## src/rtl/requant_stage.sv

```systemverilog
// requant_stage: requantises ROWS wide signed products to DATAWIDTH-bit words, LANES rows per cycle,
// with run-time rounding mode, saturation and a per-layer saturation count.
module requant_stage #(
    parameter int ROWS      = 30,
    parameter int DATAWIDTH = 11,
    parameter int INT_IN    = 5,
    parameter int INT_WT    = 5,
    parameter int INT_OUT   = 5,
    parameter int LANES     = 4
) (
    input  logic                            clk,
    input  logic                            rst_overall_n,
    input  logic                            clr_vals,
    input  logic                            layer_done,
    input  logic [1:0]                      round_mode,
    input  logic [ROWS*2*DATAWIDTH-1:0]     layer_out_pre,
    output logic [ROWS*DATAWIDTH-1:0]       layer_out_trunc,
    output logic                            trunc_done,
    output logic                            busy,
    output logic [$clog2(ROWS+1)-1:0]       sat_count,
    output logic                            sat_any
);
    localparam int DW = DATAWIDTH;
    localparam int IW = 2 * DATAWIDTH;
    localparam int S  = (DW - INT_IN) + (DW - INT_WT) - (DW - INT_OUT);
    localparam int CW = $clog2(ROWS + 1);
    localparam int RW = $clog2(ROWS + LANES + 1);
    localparam logic signed [IW:0] HALF    = (IW+1)'(1) << (S - 1);
    localparam logic signed [IW:0] HALF_M1 = HALF - (IW+1)'(1);
    localparam logic signed [IW:0] HI      = (IW+1)'((64'(1) << (DW - 1)) - 64'(1));
    localparam logic signed [IW:0] LO      = ~HI;

    typedef enum logic [1:0] {S_IDLE, S_PROC, S_DONE} state_t;

    if (S < 1) begin : g_bad_shift
        $error("requant_stage: output format leaves shift S < 1");
    end

    // Returns {saturated, word}; the sum is one bit wider than x so the rounding add cannot overflow.
    function automatic logic [DW:0] conv(input logic [IW-1:0] x, input logic [1:0] m);
        logic signed [IW:0] xe, add, y;
        xe  = {x[IW-1], x};
        add = (m == 2'd1) ? HALF : (m == 2'd2) ? HALF_M1 + (IW+1)'(xe[S]) : '0;
        y   = (xe + add) >>> S;
        return (y > HI) ? {1'b1, HI[DW-1:0]} : (y < LO) ? {1'b1, LO[DW-1:0]} : {1'b0, y[DW-1:0]};
    endfunction

    state_t              r_state;
    logic [RW-1:0]       r_row_cnt;
    logic [1:0]          r_mode;
    logic [ROWS*DW-1:0]  r_out;
    logic                r_done;
    logic [CW-1:0]       r_sat;
    logic [LANES-1:0]    w_act;
    logic [RW-1:0]       w_idx [LANES];
    logic [DW:0]         w_res [LANES];
    logic [CW-1:0]       w_sat_inc;

    always_comb begin
        w_sat_inc = '0;
        for (int l = 0; l < LANES; l++) begin
            w_act[l]  = (r_row_cnt + RW'(l)) < RW'(ROWS);
            w_idx[l]  = w_act[l] ? RW'(ROWS - 1) - r_row_cnt - RW'(l) : '0;
            w_res[l]  = conv(layer_out_pre[w_idx[l]*IW +: IW], r_mode);
            w_sat_inc = w_sat_inc + CW'(w_act[l] & w_res[l][DW]);
        end
    end

    always_ff @(posedge clk or negedge rst_overall_n) begin
        if (!rst_overall_n) begin
            r_state   <= S_IDLE;
            r_row_cnt <= '0;
            r_mode    <= '0;
            r_out     <= '0;
            r_done    <= 1'b0;
            r_sat     <= '0;
        end else if (clr_vals) begin
            r_state   <= S_IDLE;
            r_row_cnt <= '0;
            r_mode    <= '0;
            r_out     <= '0;
            r_done    <= 1'b0;
            r_sat     <= '0;
        end else begin
            case (r_state)
                S_IDLE: if (layer_done) begin
                    r_mode    <= round_mode;
                    r_row_cnt <= '0;
                    r_sat     <= '0;
                    r_state   <= S_PROC;
                end
                S_PROC: begin
                    for (int l = 0; l < LANES; l++)
                        if (w_act[l]) r_out[w_idx[l]*DW +: DW] <= w_res[l][DW-1:0];
                    r_row_cnt <= r_row_cnt + RW'(LANES);
                    r_sat     <= r_sat + w_sat_inc;
                    if (r_row_cnt + RW'(LANES) >= RW'(ROWS)) begin
                        r_done  <= 1'b1;
                        r_state <= S_DONE;
                    end
                end
                S_DONE: if (!layer_done) begin
                    r_done  <= 1'b0;
                    r_state <= S_IDLE;
                end
                default: r_state <= S_IDLE;
            endcase
        end
    end

    assign layer_out_trunc = r_out;
    assign trunc_done      = r_done;
    assign busy            = (r_state == S_PROC);
    assign sat_count       = r_sat;
    assign sat_any         = |r_sat;
endmodule

```

## config.mk

```make
export PLATFORM = sky130hd
export DESIGN_NAME = requant_stage
export DESIGN_NICKNAME = d
export VERILOG_FILES = /design/src/rtl/requant_stage.sv
export SDC_FILE = /design/constraint.sdc
export NUM_CORES = 1
export LEC_CHECK = 0
export CAP_MARGIN = 10
export CORE_AREA = 3 3 385 387
export DETAILED_ROUTE_END_ITERATION = 10
export DIE_AREA = 0 0 388 390
export PLACE_DENSITY_LB_ADDON = 0.15
export RECOVER_POWER = 25
export SYNTH_ARGS = -nofsm -noshare
export SYNTH_HDL_FRONTEND = slang
export SYNTH_SLANG_ARGS = --single-unit
```

## constraint.sdc

```tcl
create_clock -name clk -period 6.7 [get_ports clk]
set_clock_uncertainty 0.1 [all_clocks]
set_input_delay 1.675 -clock clk [delete_from_list [all_inputs] [get_ports clk]]
set_output_delay 1.675 -clock clk [all_outputs]
set_load 0.1 [all_outputs]
```

==> flow_summary.yaml <==
placement:
  placed_cells: 5263
  numPortBuffers: 1003
  gp_congestion: 0.8511
  place_ws_ns: -1.004
  dp_hpwl_um: 145400
global_routing:
  grt_max_degree: 138
  antenna_found_initial: 66
  grt_pass1_wl_um: 227200
  track_usage_pct: 21.93
  grt_pass1_vias: 24930
  grt_overflow: 0
timing:
  grt_setup_unrepaired: "no"
  hold-worst-slack_ns: 0.3766
  slew_headroom_pct: -157.6
  drv_slew: 59
  timing.final.hold_violations: 0
  fin_ws_ns: 0.1436
  setup_violations: 0
  layout_min_cycle_time_ns: 6.556
  fin_crit_sh_pct: 97.86
  max_freq_mhz: 152.5
  worstMarginPinSlew_ns: 3.863
cells_and_area:
  fin_nets: 4108
  mostFrequentLayoutCells: "clkdlybuf4s50_1, nand2_1, dfrtp_1, o21ai_0, buf_4"
  syn2layout_area_growth_pct: 71.11
  final_util_pct: 25.85
  final_common_cell: "clkdlybuf4s50_1"
  regArea_um2: 8623
  fin_cells: 5376
  multi_input_area_um2: 12680
  num-fill-cells: 15694
  drive_above_1_share_pct: 16.81
cts:
  cts_tree: "built"
  clock_latency_ns: 0.63
  clk_pin_slew_ns: 0.06
  ctsHoldBuffers: 0
  root_buffer: "clkbuf_16"
  clockBufferDepth: 3
  cts_num_sinks: 344
  cts-buffers-inserted: 47
  htreeDepth: 2
route:
  wl_per_cell_um: 32.05
  routed_wl_um: 172300
  num_vias: 24168
  drt_drc_violations_left: 0
  dr.pass1.iters: 5
  vias_per_cell: 4.496
  ant_nets: 0
  drtIter0Drc: 1770
die:
  io_pins: 1004
  start_util_pct: 15.11
  die_h_um: 390
  std_cell_rows: 140
  die-area_um2: 151300
  core-area_um2: 145200
  die_x_um: 388
synthesis:
  synth_nets: 2954
  postSynth.asyncResetShare_pct: 100.0
  synth_cell_type_count: 102
  yosysSeqAreaShare_pct: 39.24
  synth_seq_cells: 344
  yosysWarningCount: 0
  syn_area_per_cell_um2: 9.755
  synth_edf_count: 0
  syn-cell-area_um2: 21940
  synthCells: 2249
  synth_ff_type: "dfrtp_1"
critical_path:
  worstSetupPathType: "in2reg"
  crit_required_ns: 7.16
  startpoint_type: "input port"
  cp-end-kind: "flip-flop"
  arrival_ns: 7.01
  worst-path-max-fanout: 4
run_status:
  violations: "capacitance limit, slew limit"
  status: "complete, but fails checks"
hold_path:
  hold_class: "reg2reg"
pwr:
  leakagePower_nw: 14.99
  peakVddDrop_mv: 0.1720
  pwr_density_cell_nw_per_um2: 190.0
flow_run:
  drv_cap: 1
[flip-flops by register name, summed over array words and instances (netlist names)]
register	flops
layer_out_trunc	330
sat_count	5
r_row_cnt	4
r_mode	2
r_state	2
trunc_done	1
[stage by stage]
stage | instance area [um2] | setup TNS (ns) | total power, W
5_1_grt | 37500 | 0 | 0.007432
2_1_floorplan | 21990 | 0 | 0.003262
6_report | 37540 | 0 | 0.007132
3_3_place_gp | 35770 | -8.089 | 0.004638
3_5_place_dp | 35770 | -10.36 | 0.004639
4_1_cts | 37380 | 0 | 0.007222
[synthesized netlist by cell type (13+ instances only)]
cell type	count	share of area, %
mux2_2	32	1.6
a22o_1	53	2.1
inv_1	30	0.51
buf_1	20	0.34
and3_1	15	0.43
mux2i_1	71	3.2
a31oi_1	21	0.60
nor2_1	109	1.9
buf_2	31	0.71
o21ai_0	246	5.6
a21oi_1	112	2.6
nand2_1	402	6.9
a221o_1	13	0.59
o22ai_1	35	1.0
mux4_2	105	11
nor3_1	23	0.52
o21ai_1	17	0.39
nand3_1	63	1.4
xnor2_1	27	1.1
a22oi_1	64	2.2
o211ai_1	17	0.58
dfrtp_1	344	39
a21o_1	15	0.51
o221ai_1	13	0.52
clkbuf_1	69	1.2
ha_1	36	2.1
[path summary, 6_finish.rpt]
path                                            from              endpoint  slack, ns  depth (start not counted)
worst max-delay path              layer_out_pre[248]          sat_count[2]       0.14                         22
worst min register to register  layer_out_trunc[321]  layer_out_trunc[321]       0.38                          2
worst min-delay path            layer_out_trunc[321]  layer_out_trunc[321]       0.38                          2
worst max register to register          r_row_cnt[3]          sat_count[2]       0.27                         25
min in group asynchronous              rst_overall_n  layer_out_trunc[149]       2.29                          1
max in group asynchronous              rst_overall_n          r_row_cnt[4]       1.46                          1
[layer usage]
metal  track usage (%)  part of all wire [%]  vias to the layer above
met5                 0                  0.13                        -
met4             6.190                   2.4                       34
met3             6.273                   7.6                      188
met2             36.71                    48                     1057
met1             27.43                    42                    12109
li1                  -                     -                    10780
[cell type report]
| cell class | count | share of cell area [%] |
|---|---|---|
| multi-input combinational | 1724 | 33.78 |
| timing repair buffer | 1251 | 32.29 |
| sequential | 344 | 22.97 |
| tap | 1917 | 6.390 |
| clock buffer | 66 | 3.563 |
| clock inverter | 19 | 0.5200 |
| inverter | 35 | 0.3500 |
| antenna | 20 | 0.1333 |
[worst max-delay path: stages]
cell and delay [ns]:
clkdlybuf4s50_1 0.41, mux4_2 0.45, and2_1 0.17, o22ai_2 0.23
buf_12 0.17, o31ai_1 0.07, ha_1 0.32, a211o_1 0.15
a21oi_2 0.06, a21oi_4 0.26, nand4b_4 0.15, or3_4 0.40
o31ai_4 0.25, nand2_4 0.09, o21ai_4 0.19, a21oi_2 0.08
fa_1 0.49, inv_1 0.06, fa_2 0.37, fa_2 0.42
or3_1 0.38, a21oi_1 0.14
[power by group]
| group | internal [W] | switching (W) |
|---|---|---|
| Combinational | 0.000963 | 0.00148 |
| Sequential | 0.00212 | 0.0000340 |
| Clock | 0.00145 | 0.00109 |
| Total | 0.00453 | 0.00260 |
[repair_timing]
item | CTS | global route
endpoints found under the hold margin | 0 | 0
gates resized for setup | 18 | 19
pin swaps | 17 | 12
gates cloned | 0 | 0
buffers inserted | 4 | 3
endpoints found under the setup margin | 4 | 6
[logic make-up after synthesis]
logic type | Yosys count | share of synthesized area, %
AOI/OAI and AO/OA | 718 | 21.72
xor gates and xnor gates | 38 | 1.517
adders and majority gates | 39 | 2.327
buffers and inverters | 181 | 4.169
DFF | 344 | 39.24
muxes | 211 | 15.88
and+or+nand+nor | 718 | 15.14
No activity file was read; power rests on OpenSTA's default activity.
